$ cat src/rtl/key_pkg.sv
// Shared types and helpers for the key debouncer.
// Holds the FSM state encoding and the ms-to-cycles conversion.
package key_pkg;

    typedef enum logic [1:0] {
        IDLE         = 2'd0,
        PRESS_WAIT   = 2'd1,
        HELD         = 2'd2,
        RELEASE_WAIT = 2'd3
    } key_state_e;

    function automatic int ms_to_cycles(input int clk_hz, input int ms);
        return (clk_hz / 1000) * ms;
    endfunction

endpackage

$ cat src/rtl/sync_2ff.sv
// Two-flop synchronizer for a single asynchronous bit.
// Ports: clk, rst (sync, active-high, clears to 0), d (async in), q (synced out).
module sync_2ff (
    input  logic clk,
    input  logic rst,
    input  logic d,
    output logic q
);

    logic meta;

    always_ff @(posedge clk) begin
        if (rst) begin
            meta <= 1'b0;
            q    <= 1'b0;
        end else begin
            meta <= d;
            q    <= meta;
        end
    end

endmodule

$ cat src/rtl/key_debounce.sv
// Debouncer for an active-low push button with press/release/long-press pulses.
// Ports: clk, rst (sync, active-high), key_n (raw, low = pressed),
//        key_level (debounced, 1 = pressed), key_press / key_release / key_long
//        (registered one-cycle pulses).
module key_debounce
    import key_pkg::*;
#(
    parameter int CLK_FREQ_HZ = 50_000_000,
    parameter int DEBOUNCE_MS = 20,
    parameter int LONG_MS     = 1000
) (
    input  logic clk,
    input  logic rst,
    input  logic key_n,
    output logic key_level,
    output logic key_press,
    output logic key_release,
    output logic key_long
);

    localparam int N  = ms_to_cycles(CLK_FREQ_HZ, DEBOUNCE_MS);
    localparam int L  = ms_to_cycles(CLK_FREQ_HZ, LONG_MS);
    localparam int CW = $clog2(L + 1);

    localparam logic [CW-1:0] CNT_ONE = CW'(1);
    localparam logic [CW-1:0] CNT_N   = CW'(N);
    localparam logic [CW-1:0] CNT_L   = CW'(L);
    localparam logic [CW-1:0] CNT_LM1 = CW'(L - 1);

    key_state_e      state;
    logic [CW-1:0]   deb_cnt;
    logic [CW-1:0]   hold_cnt;
    logic            s;
    logic            pressed_st;
    logic            rel_now;
    logic            press_now;

    sync_2ff u_sync (
        .clk (clk),
        .rst (rst),
        .d   (~key_n),
        .q   (s)
    );

    assign pressed_st = (state == HELD) || (state == RELEASE_WAIT);
    assign key_level  = pressed_st;
    assign press_now  = (state == PRESS_WAIT) && s && (deb_cnt == CNT_N);
    assign rel_now    = (state == RELEASE_WAIT) && !s && (deb_cnt == CNT_N);

    always_ff @(posedge clk) begin
        if (rst) begin
            state       <= IDLE;
            deb_cnt     <= '0;
            key_press   <= 1'b0;
            key_release <= 1'b0;
        end else begin
            key_press   <= press_now;
            key_release <= rel_now;
            unique case (state)
                IDLE: begin
                    if (s) begin
                        state   <= PRESS_WAIT;
                        deb_cnt <= CNT_ONE;
                    end
                end
                PRESS_WAIT: begin
                    if (!s) begin
                        state   <= IDLE;
                        deb_cnt <= '0;
                    end else if (deb_cnt == CNT_N) begin
                        state   <= HELD;
                        deb_cnt <= '0;
                    end else begin
                        deb_cnt <= deb_cnt + CNT_ONE;
                    end
                end
                HELD: begin
                    if (!s) begin
                        state   <= RELEASE_WAIT;
                        deb_cnt <= CNT_ONE;
                    end
                end
                RELEASE_WAIT: begin
                    if (s) begin
                        state   <= HELD;
                        deb_cnt <= '0;
                    end else if (deb_cnt == CNT_N) begin
                        state   <= IDLE;
                        deb_cnt <= '0;
                    end else begin
                        deb_cnt <= deb_cnt + CNT_ONE;
                    end
                end
                default: begin
                    state   <= IDLE;
                    deb_cnt <= '0;
                end
            endcase
        end
    end

    // Hold time saturates at L, so the long pulse can fire only once per
    // press even if a release bounce drops back into HELD.
    always_ff @(posedge clk) begin
        if (rst) begin
            hold_cnt <= '0;
            key_long <= 1'b0;
        end else begin
            key_long <= 1'b0;
            if (press_now) begin
                hold_cnt <= '0;
            end else if (pressed_st && hold_cnt != CNT_L) begin
                hold_cnt <= hold_cnt + CNT_ONE;
                // a release landing on the same edge wins over the long pulse
                if (hold_cnt == CNT_LM1 && !rel_now) begin
                    key_long <= 1'b1;
                end
            end
        end
    end

endmodule

$ cat config.mk
export PLATFORM = sky130hd
export DESIGN_NAME = key_debounce
export DESIGN_NICKNAME = d
export VERILOG_FILES = /design/src/rtl/key_pkg.sv /design/src/rtl/sync_2ff.sv /design/src/rtl/key_debounce.sv
export SDC_FILE = /design/constraint.sdc
export NUM_CORES = 1
export LEC_CHECK = 0
export ABC_AREA = 1
export BUFFER_PORTS_ARGS = -buffer_cell sky130_fd_sc_hd__buf_2
export CAP_MARGIN = 0
export CORE_MARGIN = 2
export CORE_UTILIZATION = 39
export CTS_CLUSTER_SIZE = 16
export DETAILED_ROUTE_END_ITERATION = 6
export SLEW_MARGIN = 25
export SYNTH_ARGS = -nofsm -noshare
export SYNTH_HDL_FRONTEND = slang
export SYNTH_SLANG_ARGS = --single-unit
$ cat constraint.sdc
create_clock -name clk -period 1.6 [get_ports clk]
set_clock_uncertainty 0.15 [all_clocks]
set_input_delay 0.24 -clock clk [delete_from_list [all_inputs] [get_ports clk]]
set_output_delay 0.24 -clock clk [all_outputs]
set_load 0.005 [all_outputs]
==> run metrics <==
outcome complete, but fails checks; failing checks setup timing; post-DR vias/cell 5.25; CTS tree done; Reg-to-Reg End deb_cnt[1]; fin cells 931; P_int 2580 uW; post-route setup slack -181 ps; max-slew violation count 0; Worst Path Required 1750 ps; Ant. Diodes 0; multiplexer share of the synthesized area 0; period utilization 1.11; Avg WL per Cell 15.7 um; syn nets 649; RSZ-0062 raised after global routing yes; Compound-Gate Fraction of Synth Area 0.0807; Synth Instances 642; Worst-Margin Slew 336 ps; Post-route DRC 0; via count 4885; Post-Syn Area 0.00385 mm2; Post-Synth Adder-Cell Area 0.0130; antenna violation net count after detailed routing 0; Peak VDD IR 0.572 mV; final net count 800; Crit path largest cell delay 350 ps; CTS max path bufs 2; first-pass GRT wire length 21.2 mm; Flop pwr share 0.433; Synth-to-Final Area Change 61.7%; Post-synth EDFFs 0; worst rel slew slack 0.775; H-tree levels 3; syn avg cell area 5.99 um2; PortBufs 6; clk sinks 59; Period minus WS final 1780 ps; CP startpoint kind flip-flop; Worst Hold Class in2reg; CP Depth 12; Critical path origin deb_cnt[0]; clk_lat worst skew 370 ps; post-layout util 0.642; vias in the first global route 4325; Pre-Repair DR Iteration Count 5; ys async rst share 0; P_sw 826 uW; CTS root buf clkbuf_8; Critical Path Fanout Max 5; Power Total 3400 uW; MaxCap Viol Count 0; worst setup path class reg2reg; simple-gate share of the synthesized area 0.461; largest net degree at the start of global routing 23; combinational share of power 0.046; Die Span Y 103 um; final setup violating endpoints 48; Clock Power Share 0.520; number of synthesized register bits 59; critical path arrival 1930 ps; dpl hpwl 8.57 mm; R2R depth 12; gr ovfl total 0; Top FF cell, synth dfxtp_1; row cnt 36; full die area 0.0107 mm2; register area share after synthesis 0.307; largest family of logic cells by synthesized area simple AND/OR/NAND/NOR gates; Switching Fraction 0.243; CP Capture Type flip-flop; CTS Buf Count 9; initial core utilization 0.397; Post-Synth XOR/XNOR Area 0.0478; PD cells 547 mW/mm2; delay-heaviest family, CP simple AND/OR/NAND/NOR gates; GP Congestion 0.908; IO Pins 7; synth unique cells 30; Achievable Freq 561 MHz; Yosys Warn Count 0; Core Box Area 0.00968 mm2; die width 103 um; CP endpoint deb_cnt[1]; WL final 14.6 mm; Placed Cells 880; Buf+Inv Stages, Crit Path 3; antenna violations before repair 0; reg2reg start deb_cnt[0]; CP Cell Sequence inv_2, ha_4, inv_2, nor2_1, nand2_1, nor2_2, nand2_2, nor2_4, buf_12, nor2_4, nand2_1, a21oi_2; Hold Slack 150 ps; CP max-delay cell dfxtp_2; GRT Util Overall 0.258; setup slack, reg-to-reg -180 ps; clock slew at reported path FFs 80 ps; final hold vios 0; layout cells sized above 1 0.485; P_leak 0.00243 uW; First DRT Iteration DRCs 377; TNS Setup -5670 ps
[cells by family (layout without fill, tap and decap cells)]
kind of cell / after synthesis / in the layout
AND/OR/NAND/NOR: 420 / 428
adder cells (fa/ha/maj): 4 / 4
XOR/XNOR: 21 / 21
AO/OA/AOI/OAI: 59 / 59
buffers and inverters: 79 / 227
flip-flops: 59 / 59
[Yosys cell counts, types with 5 or more instances]
master	number	area, um2
nand3_1	44	220
inv_2	8	30.0
xnor2_1	6	52.6
nor2_1	102	383
buf_2	5	25.0
o21ai_0	5	25.0
inv_1	54	203
nand4_1	8	50.1
xor2_1	15	131
nor2_2	8	50.1
a21oi_1	51	255
nand3b_1	9	67.6
dfxtp_1	59	1180
nand2_1	231	867
[stage by stage]
step	worst slack [ps]	cell area, um2
6_report	-181	6220
5_1_grt	-244	6220
4_1_cts	-110	5540
3_5_place_dp	-590	4830
3_3_place_gp	-436	4830
2_1_floorplan	6.94	3850
[metal layers]
| metal | up-vias | wire, um | GRT usage |
|---|---|---|---|
| met5 | - | 0 | 0 |
| met4 | 0 | 151 | 0.0891 |
| met3 | 16 | 1050 | 0.0524 |
| met2 | 197 | 6820 | 0.386 |
| met1 | 2353 | 6570 | 0.370 |
| li1 | 2319 | - | - |
[worst min-delay path: cells and delay by family]
kind          cells  cell delay (ps)
simple gates      1              120
buf+inv           3              270
[area by class of cell]
type	count	area, um2
clock buffers	9	124
clock inverters	7	125
fillers	796	3460
inverters	62	235
multi-input cells	512	3100
flip-flops and latches	59	1220
well taps	133	166
repair buffers	149	1240
[cells in the final DEF (no fill, tap or decap), types with 5 or more instances in the layout]
master	n
nor2_1	61
inv_2	18
nand3_1	29
nand3_4	5
a21oi_2	32
inv_1	43
nand2_4	10
a21oi_1	19
nand3b_1	9
nor2_4	25
buf_6	20
buf_2	6
dfxtp_1	24
nand3_2	12
nand2_1	189
nand2_2	35
xor2_1	15
clkbuf_8	9
nor2_2	31
buf_4	117
nand4_1	8
dfxtp_2	35
[sequential cells by signal, indices dropped and copies added, names as in the netlist, named ones only]
name	cells
u_sync.meta	1
state	1
key_press	1
u_sync.q	1
key_release	1
key_long	1
hold_cnt	26
deb_cnt	26
[worst min path at each step]
stage / from / end / slack [ps] / cells after the start
floorplan: key_n / u_sync.meta / 160 / 1
global placement: u_sync.meta / u_sync.q / 240 / 2
detailed placement: key_n / u_sync.meta / 240 / 2
CTS: rst / deb_cnt[0] / 130 / 4
global route: rst / deb_cnt[17] / 150 / 4
finish: rst / deb_cnt[3] / 150 / 4
[power groups by stage]
stage               sequential, uW  clock, uW  combinational (uW)
floorplan                     1510          0                64.3
global route                  1480       1850                 165
global placement              1510          0                 109
detailed placement            1510          0                 110
finish                        1480       1770                 158
CTS                           1480       1790                 126
[timing repair]
item	4_1_cts	5_1_grt
hold endpoints to repair	1	0
setup endpoints to repair	54	55
cloned	7	2
gates resized for setup	91	165
pin swaps	52	61
hold buffers	1	0
buffers inserted	13	15
(Power assumes the default switching activity.)
